--- config.mk ---
export PLATFORM = sky130hd
export DESIGN_NAME = lsi_wbm_ctl_flat
export DESIGN_NICKNAME = d
export VERILOG_FILES = /design/src/rtl/lsi_wb_pkg.sv /design/src/rtl/lsi_wbm_ctl_if.sv /design/src/rtl/lsi_wb_qtim.sv /design/src/rtl/lsi_wbm_ctl.sv /design/src/flat_wrapper.sv
export SDC_FILE = /design/constraint.sdc
export NUM_CORES = 1
export LEC_CHECK = 0
export BUFFER_PORTS_ARGS = -buffer_cell sky130_fd_sc_hd__buf_2
export CORE_MARGIN = 3
export CORE_UTILIZATION = 50
export DETAILED_ROUTE_END_ITERATION = 10
export HOLD_SLACK_MARGIN = 0.02
export PLACE_DENSITY = 0.91
export REMOVE_ABC_BUFFERS = 1
export SLEW_MARGIN = 20
export SYNTH_ARGS = -nofsm -noshare
export SYNTH_HDL_FRONTEND = slang
export SYNTH_SLANG_ARGS = --single-unit
--- constraint.sdc ---
create_clock -name vm_clk_p -period 3.13 [get_ports vm_clk_p]
set_clock_uncertainty 0.1 [all_clocks]
set_input_delay 0.1565 -clock vm_clk_p [delete_from_list [all_inputs] [get_ports vm_clk_p]]
set_output_delay 0.1565 -clock vm_clk_p [all_outputs]
set_load 0.02 [all_outputs]
--- src/rtl/lsi_wb_pkg.sv ---
// Shared definitions for the LSI-11 Wishbone bus-cycle engines: FSM state encoding
// and byte-lane geometry helpers derived from the data width.
package lsi_wb_pkg;

  typedef enum logic [2:0] {
    ST_IDLE,
    ST_WAIT,
    ST_BUS,
    ST_HOLD,
    ST_IACK
  } wb_state_t;

  // Number of byte lanes on a DW-bit bus.
  function automatic int nl_f(input int dw);
    return (dw / 8 < 1) ? 1 : dw / 8;
  endfunction

  // Lane index width; never below 1 so adr[LW-1:0] stays a legal slice.
  function automatic int lw_f(input int dw);
    return (nl_f(dw) <= 2) ? 1 : $clog2(nl_f(dw));
  endfunction

endpackage

--- src/rtl/lsi_wbm_ctl_if.sv ---
// Core request/response strobes plus the master and interrupt-vector Wishbone buses.
// The engine takes the master modport; the core/bus side takes the slave modport.
interface lsi_wbm_ctl_if #(
  parameter int AW = 16,
  parameter int DW = 16
) ();

  logic                             req_stb;
  logic                             req_we;
  logic                             req_byte;
  logic                             req_lock;
  logic                             req_iak;
  logic [AW-1:0]                    req_adr;
  logic [DW-1:0]                    req_dat;
  logic                             req_rdy;
  logic                             rsp_done;
  logic                             rsp_err;
  logic [DW-1:0]                    rsp_dat;
  logic                             berr_st;
  logic                             berr_clr;
  logic                             wbm_gnt_i;
  logic [AW-1:0]                    wbm_adr_o;
  logic [DW-1:0]                    wbm_dat_o;
  logic [DW-1:0]                    wbm_dat_i;
  logic                             wbm_cyc_o;
  logic                             wbm_we_o;
  logic [lsi_wb_pkg::nl_f(DW)-1:0]  wbm_sel_o;
  logic                             wbm_stb_o;
  logic                             wbm_ack_i;
  logic [DW-1:0]                    wbi_dat_i;
  logic                             wbi_ack_i;
  logic                             wbi_stb_o;

  modport master (
    input  req_stb, req_we, req_byte, req_lock, req_iak, req_adr, req_dat, berr_clr,
    input  wbm_gnt_i, wbm_dat_i, wbm_ack_i, wbi_dat_i, wbi_ack_i,
    output req_rdy, rsp_done, rsp_err, rsp_dat, berr_st,
    output wbm_adr_o, wbm_dat_o, wbm_cyc_o, wbm_we_o, wbm_sel_o, wbm_stb_o, wbi_stb_o
  );

  modport slave (
    output req_stb, req_we, req_byte, req_lock, req_iak, req_adr, req_dat, berr_clr,
    output wbm_gnt_i, wbm_dat_i, wbm_ack_i, wbi_dat_i, wbi_ack_i,
    input  req_rdy, rsp_done, rsp_err, rsp_dat, berr_st,
    input  wbm_adr_o, wbm_dat_o, wbm_cyc_o, wbm_we_o, wbm_sel_o, wbm_stb_o, wbi_stb_o
  );

endinterface

--- src/rtl/lsi_wb_qtim.sv ---
// Saturating TW-bit bus-timeout counter; tc flags the enabled cycle whose increment
// reaches 2^TW-1, so the owner can abort on that same edge. Clear beats enable.
module lsi_wb_qtim #(
  parameter int TW = 6
) (
  input  logic vm_clk_p,
  input  logic vm_rst_n,
  input  logic clr,
  input  logic en,
  output logic tc
);

  localparam logic [TW-1:0] TMAX = '1;

  logic [TW-1:0] cnt;

  always_ff @(posedge vm_clk_p) begin
    if (!vm_rst_n || clr) begin
      cnt <= '0;
    end else if (en && (cnt != TMAX)) begin
      cnt <= cnt + 1'b1;
    end
  end

  assign tc = en && (cnt >= TMAX - 1'b1);

endmodule

--- src/rtl/lsi_wbm_ctl.sv ---
// Wishbone bus-cycle engine (read/write/locked RMW/vector fetch); request to rsp_done
// is 2 cycles with zero-wait ack. Requests are taken only while req_rdy (IDLE or HOLD).
module lsi_wbm_ctl
  import lsi_wb_pkg::*;
#(
  parameter int AW      = 16,
  parameter int DW      = 16,
  parameter int TW      = 6,
  parameter int SLOW_EN = 1
) (
  input  logic vm_clk_p,
  input  logic vm_rst_n,
  input  logic vm_clk_ena,
  input  logic vm_clk_slow,
  lsi_wbm_ctl_if.master bus
);

  localparam int NL = nl_f(DW);
  localparam int LW = lw_f(DW);

  wb_state_t     st_q, st_d;
  logic          cyc_q, cyc_d, stb_q, stb_d, we_q, we_d, wbi_q, wbi_d;
  logic          done_q, done_d, err_q, err_d, berr_q, berr_d;
  logic          lock_q, lock_d, iak_q, iak_d;
  logic [NL-1:0] sel_q, sel_d;
  logic [AW-1:0] adr_q, adr_d;
  logic [DW-1:0] dato_q, dato_d, rdat_q, rdat_d;

  logic slow_act, req_rdy, acc, strobe, tc;

  function automatic logic [NL-1:0] sel_f(input logic byte_acc, input logic [AW-1:0] a);
    if (!byte_acc || NL == 1) return '1;
    return NL'(1) << a[LW-1:0];
  endfunction

  assign slow_act = (SLOW_EN != 0) && vm_clk_slow;
  assign req_rdy  = (st_q == ST_IDLE) || (st_q == ST_HOLD);
  assign acc      = req_rdy && bus.req_stb;
  assign strobe   = stb_q || wbi_q;

  lsi_wb_qtim #(.TW(TW)) u_qtim (
    .vm_clk_p (vm_clk_p),
    .vm_rst_n (vm_rst_n),
    .clr      (!strobe),
    .en       (strobe && bus.wbm_gnt_i),
    .tc       (tc)
  );

  always_comb begin
    st_d   = st_q;
    cyc_d  = cyc_q;
    stb_d  = stb_q;
    we_d   = we_q;
    wbi_d  = wbi_q;
    sel_d  = sel_q;
    adr_d  = adr_q;
    dato_d = dato_q;
    rdat_d = rdat_q;
    lock_d = lock_q;
    iak_d  = iak_q;
    done_d = 1'b0;
    err_d  = 1'b0;
    berr_d = berr_q && !bus.berr_clr;
    unique case (st_q)
      ST_IDLE, ST_HOLD: begin
        if (acc) begin
          iak_d = bus.req_iak;
          if (bus.req_iak) begin
            // A vector fetch never runs under a held master cycle.
            cyc_d  = 1'b0;
            lock_d = 1'b0;
            if (slow_act) begin
              st_d = ST_WAIT;
            end else begin
              st_d  = ST_IACK;
              wbi_d = 1'b1;
            end
          end else begin
            adr_d  = bus.req_adr;
            dato_d = bus.req_dat;
            we_d   = bus.req_we;
            sel_d  = sel_f(bus.req_byte, bus.req_adr);
            lock_d = bus.req_lock && !bus.req_we;
            // Inside a locked sequence cyc is already up, so throttling is skipped.
            if ((st_q == ST_IDLE) && slow_act) begin
              st_d = ST_WAIT;
            end else begin
              st_d  = ST_BUS;
              cyc_d = 1'b1;
              stb_d = 1'b1;
            end
          end
        end
      end
      ST_WAIT: begin
        if (vm_clk_ena || !slow_act) begin
          if (iak_q) begin
            st_d  = ST_IACK;
            wbi_d = 1'b1;
          end else begin
            st_d  = ST_BUS;
            cyc_d = 1'b1;
            stb_d = 1'b1;
          end
        end
      end
      ST_BUS: begin
        if (bus.wbm_ack_i) begin
          stb_d  = 1'b0;
          done_d = 1'b1;
          if (!we_q) rdat_d = bus.wbm_dat_i;
          if (lock_q) begin
            st_d = ST_HOLD;
          end else begin
            st_d  = ST_IDLE;
            cyc_d = 1'b0;
          end
        end else if (tc) begin
          st_d   = ST_IDLE;
          cyc_d  = 1'b0;
          stb_d  = 1'b0;
          lock_d = 1'b0;
          err_d  = 1'b1;
          berr_d = 1'b1;
        end
      end
      ST_IACK: begin
        if (bus.wbi_ack_i) begin
          st_d   = ST_IDLE;
          wbi_d  = 1'b0;
          done_d = 1'b1;
          rdat_d = bus.wbi_dat_i;
        end else if (tc) begin
          st_d   = ST_IDLE;
          wbi_d  = 1'b0;
          err_d  = 1'b1;
          berr_d = 1'b1;
        end
      end
      default: st_d = ST_IDLE;
    endcase
  end

  always_ff @(posedge vm_clk_p) begin
    if (!vm_rst_n) begin
      st_q   <= ST_IDLE;
      cyc_q  <= 1'b0;
      stb_q  <= 1'b0;
      we_q   <= 1'b0;
      wbi_q  <= 1'b0;
      sel_q  <= '1;
      adr_q  <= '0;
      dato_q <= '0;
      rdat_q <= '0;
      lock_q <= 1'b0;
      iak_q  <= 1'b0;
      done_q <= 1'b0;
      err_q  <= 1'b0;
      berr_q <= 1'b0;
    end else begin
      st_q   <= st_d;
      cyc_q  <= cyc_d;
      stb_q  <= stb_d;
      we_q   <= we_d;
      wbi_q  <= wbi_d;
      sel_q  <= sel_d;
      adr_q  <= adr_d;
      dato_q <= dato_d;
      rdat_q <= rdat_d;
      lock_q <= lock_d;
      iak_q  <= iak_d;
      done_q <= done_d;
      err_q  <= err_d;
      berr_q <= berr_d;
    end
  end

  assign bus.req_rdy   = req_rdy;
  assign bus.rsp_done  = done_q;
  assign bus.rsp_err   = err_q;
  assign bus.rsp_dat   = rdat_q;
  assign bus.berr_st   = berr_q;
  assign bus.wbm_adr_o = adr_q;
  assign bus.wbm_dat_o = dato_q;
  assign bus.wbm_cyc_o = cyc_q;
  assign bus.wbm_we_o  = we_q;
  assign bus.wbm_sel_o = sel_q;
  assign bus.wbm_stb_o = stb_q;
  assign bus.wbi_stb_o = wbi_q;

endmodule

--- src/flat_wrapper.sv ---
// flat-port wrapper written by rule: the top's interface ports become plain ports
module lsi_wbm_ctl_flat import lsi_wb_pkg::*;
#(
  parameter int AW      = 16,
  parameter int DW      = 16,
  parameter int TW      = 6,
  parameter int SLOW_EN = 1
)
  (vm_clk_p, vm_rst_n, vm_clk_ena, vm_clk_slow, bus_req_stb, bus_req_we, bus_req_byte, bus_req_lock, bus_req_iak, bus_req_adr, bus_req_dat, bus_berr_clr, bus_wbm_gnt_i, bus_wbm_dat_i, bus_wbm_ack_i, bus_wbi_dat_i, bus_wbi_ack_i, bus_req_rdy, bus_rsp_done, bus_rsp_err, bus_rsp_dat, bus_berr_st, bus_wbm_adr_o, bus_wbm_dat_o, bus_wbm_cyc_o, bus_wbm_we_o, bus_wbm_sel_o, bus_wbm_stb_o, bus_wbi_stb_o);
  lsi_wbm_ctl_if #(.AW(AW), .DW(DW)) bus_i ();
  input  logic vm_clk_p;
  input  logic vm_rst_n;
  input  logic vm_clk_ena;
  input  logic vm_clk_slow;
  input wire logic [$bits(bus_i.req_stb)-1:0] bus_req_stb;
  input wire logic [$bits(bus_i.req_we)-1:0] bus_req_we;
  input wire logic [$bits(bus_i.req_byte)-1:0] bus_req_byte;
  input wire logic [$bits(bus_i.req_lock)-1:0] bus_req_lock;
  input wire logic [$bits(bus_i.req_iak)-1:0] bus_req_iak;
  input wire logic [$bits(bus_i.req_adr)-1:0] bus_req_adr;
  input wire logic [$bits(bus_i.req_dat)-1:0] bus_req_dat;
  input wire logic [$bits(bus_i.berr_clr)-1:0] bus_berr_clr;
  input wire logic [$bits(bus_i.wbm_gnt_i)-1:0] bus_wbm_gnt_i;
  input wire logic [$bits(bus_i.wbm_dat_i)-1:0] bus_wbm_dat_i;
  input wire logic [$bits(bus_i.wbm_ack_i)-1:0] bus_wbm_ack_i;
  input wire logic [$bits(bus_i.wbi_dat_i)-1:0] bus_wbi_dat_i;
  input wire logic [$bits(bus_i.wbi_ack_i)-1:0] bus_wbi_ack_i;
  output wire logic [$bits(bus_i.req_rdy)-1:0] bus_req_rdy;
  output wire logic [$bits(bus_i.rsp_done)-1:0] bus_rsp_done;
  output wire logic [$bits(bus_i.rsp_err)-1:0] bus_rsp_err;
  output wire logic [$bits(bus_i.rsp_dat)-1:0] bus_rsp_dat;
  output wire logic [$bits(bus_i.berr_st)-1:0] bus_berr_st;
  output wire logic [$bits(bus_i.wbm_adr_o)-1:0] bus_wbm_adr_o;
  output wire logic [$bits(bus_i.wbm_dat_o)-1:0] bus_wbm_dat_o;
  output wire logic [$bits(bus_i.wbm_cyc_o)-1:0] bus_wbm_cyc_o;
  output wire logic [$bits(bus_i.wbm_we_o)-1:0] bus_wbm_we_o;
  output wire logic [$bits(bus_i.wbm_sel_o)-1:0] bus_wbm_sel_o;
  output wire logic [$bits(bus_i.wbm_stb_o)-1:0] bus_wbm_stb_o;
  output wire logic [$bits(bus_i.wbi_stb_o)-1:0] bus_wbi_stb_o;
  assign bus_i.req_stb = bus_req_stb;
  assign bus_i.req_we = bus_req_we;
  assign bus_i.req_byte = bus_req_byte;
  assign bus_i.req_lock = bus_req_lock;
  assign bus_i.req_iak = bus_req_iak;
  assign bus_i.req_adr = bus_req_adr;
  assign bus_i.req_dat = bus_req_dat;
  assign bus_i.berr_clr = bus_berr_clr;
  assign bus_i.wbm_gnt_i = bus_wbm_gnt_i;
  assign bus_i.wbm_dat_i = bus_wbm_dat_i;
  assign bus_i.wbm_ack_i = bus_wbm_ack_i;
  assign bus_i.wbi_dat_i = bus_wbi_dat_i;
  assign bus_i.wbi_ack_i = bus_wbi_ack_i;
  assign bus_req_rdy = bus_i.req_rdy;
  assign bus_rsp_done = bus_i.rsp_done;
  assign bus_rsp_err = bus_i.rsp_err;
  assign bus_rsp_dat = bus_i.rsp_dat;
  assign bus_berr_st = bus_i.berr_st;
  assign bus_wbm_adr_o = bus_i.wbm_adr_o;
  assign bus_wbm_dat_o = bus_i.wbm_dat_o;
  assign bus_wbm_cyc_o = bus_i.wbm_cyc_o;
  assign bus_wbm_we_o = bus_i.wbm_we_o;
  assign bus_wbm_sel_o = bus_i.wbm_sel_o;
  assign bus_wbm_stb_o = bus_i.wbm_stb_o;
  assign bus_wbi_stb_o = bus_i.wbi_stb_o;
  lsi_wbm_ctl #(.AW(AW), .DW(DW), .TW(TW), .SLOW_EN(SLOW_EN)) u_core (.vm_clk_p(vm_clk_p), .vm_rst_n(vm_rst_n), .vm_clk_ena(vm_clk_ena), .vm_clk_slow(vm_clk_slow), .bus(bus_i));
endmodule
==> results.sh <==
export IMPL_run_status="finished, final reports clean"
export IMPL_grt_pass1_wl_um=12300
export IMPL_die_h_um=82.8
export IMPL_drv_cap=0
export IMPL_drcViolationCount=0
export IMPL_synthMuxAreaShare_pct=6.12
export IMPL_final_area_mm2=0.00419
export IMPL_core_mm2=0.00561
export IMPL_initial_utilization_pct=52.5
export IMPL_critPathMaxFanout=24
export IMPL_max_freq_mhz=447
export IMPL_num_antenna_cells=0
export IMPL_max_slew_margin_rel_pct=51.0
export IMPL_nNetsFinal=599
export IMPL_first_pass_iters=4
export IMPL_grt_setup_unrepaired="false"
export IMPL_io_pin_count=135
export IMPL_drive_gt1_share_pct=31.0
export IMPL_first_global_vias=2760
export IMPL_syn_cell_area_mm2=0.00295
export IMPL_std_cell_rows=27
export IMPL_yosysUniqueCellTypes=44
export IMPL_synth_edf_count=0
export IMPL_r2r_start="u_core.st_q[1]"
export IMPL_fin_crit_sh_pct=71.4
export IMPL_drtIter0Drc=116
export IMPL_gp_congestion=0.879
export IMPL_postPlaceCellArea_mm2=0.00366
export IMPL_synth_simple_area_share_pct=23.3
export IMPL_post_cts_setup_buffers=0
export IMPL_area_growth_pct=42.2
export IMPL_clk_latency_ps=330
export IMPL_syn_avg_cell_area_um2=8.20
export IMPL_worstSetupPathType="reg -> reg"
export IMPL_synthArstFlopShare_pct=0
export IMPL_r2r_cells=5
export IMPL_ys_seq_elements=68
export IMPL_hpwl_um=5400
export IMPL_finalWorstSetupSlack_ps=895
export IMPL_stdcell_count=597
export IMPL_setup_tns_ps=0
export IMPL_hp_class="in -> reg"
export IMPL_detail_route_vias_per_cell=5.21
export IMPL_holdPathStages=4
export IMPL_vias=3112
export IMPL_synth_top_family_by_area="simple AND/OR/NAND/NOR gates"
export IMPL_synth_compound_area_share_pct=17.5
export IMPL_cts_tree="done"
export IMPL_syn_inst=359
export IMPL_min_to="u_core.bus.wbm_sel_o[0]"
export IMPL_finalMaxSlewViolations=0
export IMPL_drtAntennaViolNets=0
export IMPL_wirelength_um=8230
export IMPL_place_inst=546
export IMPL_cts_buffers=9
export IMPL_grt_overflow_total=0
export IMPL_rr_endpoint="u_core.bus.wbm_cyc_o"
export IMPL_post_place_ws_ps=956
export IMPL_hp_start="bus_req_byte"
export IMPL_clk_path_buf_depth=2
export IMPL_start_kind="flop"
export IMPL_grt_use_total_pct=23.5
export IMPL_arrival_ps=2310
export IMPL_root_buffer="clkbuf_8"
export IMPL_die_w_um=82.8
export IMPL_portBuffers=134
export IMPL_grt_max_degree=38
export IMPL_setup_viol=0
export IMPL_max_vdd_ir_drop_mv=0.326
export IMPL_clk_pin_slew_ps=70
export IMPL_synth_fa_ha_area_share_pct=0.850
export IMPL_htreeDepth=3
export IMPL_hold_violations=0
export IMPL_power_density_mw_per_mm2=538
export IMPL_yosys_warnings=0
export IMPL_antenna_found_initial=0
export IMPL_cp_required_ps=3210
export IMPL_ctsResizeCount=0
export IMPL_finalCriticalPeriod_ps=2240
export IMPL_wl_per_cell_um=13.8
export IMPL_dieArea_mm2=0.00685
export IMPL_synth_seq_area_share_pct=46.2
export IMPL_critPathCaptureType="flop"
export IMPL_leakage_nw=1.84
export IMPL_synthFlopType="dfxtp_1"
export IMPL_reg2reg_slack_ps=890
export IMPL_synthXorXnorAreaFrac_pct=1.78
export IMPL_cts_sinks=68
export IMPL_worst_pin_slew_ps=733
## Yosys cell counts (2+ instances only)
cell type	instances	area, µm²
buf_1	4	15.0
nand2b_1	3	18.8
nand2_1	82	308
nor4_1	2	12.5
o21ai_1	2	10.0
nor2_1	30	113
and2_1	2	12.5
buf_2	6	30.0
inv_1	6	22.5
a21oi_1	40	200
dfxtp_1	68	1360
nor3b_1	2	15.0
and3_1	2	12.5
nor2b_1	5	31.3
clkbuf_1	15	56.3
or3_1	2	12.5
xor2_1	4	35.0
xnor2_1	2	17.5
o21ai_0	10	50.1
nand4_1	3	18.8
a211oi_1	19	143
ha_1	2	25.0
mux2i_1	18	180
a31oi_1	2	12.5
a32o_1	2	20.0
nand3_1	4	20.0
nand3b_1	4	30.0
nor4b_1	2	17.5
## what timing repair did
action | in CTS | in global routing
hold buffers | 35 | 0
endpoints found under the hold margin | 36 | 0
endpoints found under the setup margin | 0 | 0
## worst max-delay path by stage
stage                        start              endpoint  slack [ps]
floorplan           u_core.st_q[2]  u_core.bus.wbi_stb_o         -50
global placement    u_core.st_q[0]  u_core.bus.wbm_stb_o        1050
detailed placement  u_core.st_q[0]  u_core.bus.wbm_cyc_o         960
CTS                 u_core.st_q[0]  u_core.bus.wbm_cyc_o         940
global route        u_core.st_q[0]  u_core.bus.wbm_cyc_o         770
finish              u_core.st_q[1]  u_core.bus.wbm_cyc_o         890
## kinds of logic (layout without fill, tap and decap cells)
logic type	after synthesis	after routing
AO/OA/AOI/OAI	84	84
multiplexers	18	18
XOR/XNOR	6	6
buffers and inverters	31	197
adder cells (fa/ha/maj)	2	2
AND/OR/NAND/NOR	150	150
flip-flops	68	68
## stage by stage
step | power (mW) | hold slack (ps) | utilization (%)
5_1_grt | 2.38 | 65.0 | 74.7
6_report | 2.25 | 50.9 | 74.7
3_3_place_gp | 1.57 | 299 | 65.2
4_1_cts | 2.26 | 35.8 | 74.7
2_1_floorplan | 1.38 | 118 | -
3_5_place_dp | 1.59 | 305 | 65.2
## per-layer routing
metal	GRT usage, %	up-vias	part of all wire [%]
li1	-	1557	-
met1	27.5	1386	41
met2	39.9	146	48
met3	6.51	23	8.4
met4	10.5	0	2.5
met5	0	-	0
## state kept, by name (all words and copies together), names as in the netlist
signal and cells:
u_core.bus.rsp_dat 16, u_core.bus.wbm_adr_o 16, u_core.bus.wbm_dat_o 16, u_core.u_qtim.cnt 6, u_core.st_q 3, u_core.bus.wbm_sel_o 2, u_core.bus.berr_st 1, u_core.bus.rsp_done 1
u_core.bus.rsp_err 1, u_core.bus.wbi_stb_o 1, u_core.bus.wbm_cyc_o 1, u_core.bus.wbm_stb_o 1, u_core.bus.wbm_we_o 1, u_core.iak_q 1, u_core.lock_q 1
## area by class of cell
type	count	area (µm²)
inverters	6	22.5
well taps	72	90.1
multi-input cells	260	1470
clock buffers	12	155
fillers	430	1420
repair buffers	175	1070
flip-flops and latches	68	1360
clock inverters	4	23.8
## worst max-delay path, cell delays in order, from the launching register on
cell and delay, ps:
dfxtp_1 790, nor3b_1 180, o21ai_0 220, a21oi_1 140, a2111oi_0 480, o22ai_1 170
## cell usage in the layout (no fill, tap or decap), types with 2 or more instances in the layout
master	n
nor4_1	2
buf_4	6
nand3_1	4
and2_1	2
xor2_1	4
ha_1	2
nor2b_1	5
nor2_1	30
inv_1	5
a21oi_1	39
o21ai_1	2
dlygate4sd3_1	35
or3_1	2
mux2i_1	18
nand2b_1	3
nand4_1	3
a31oi_1	2
clkbuf_8	11
nand2_1	82
and3_1	2
a211oi_1	19
buf_2	134
dfxtp_1	68
a32o_1	2
xnor2_1	2
clkinv_2	3
o21ai_0	10
nand3b_1	4
nor4b_1	2
## where the power goes
part,internal (mW),switching [mW],total (mW)
Combinational,0.246,0.343,0.589
Clock,0.329,0.316,0.644
Sequential,0.945,0.0748,1.02
Total,1.52,0.733,2.25
Power figures use the tool's default switching activity.
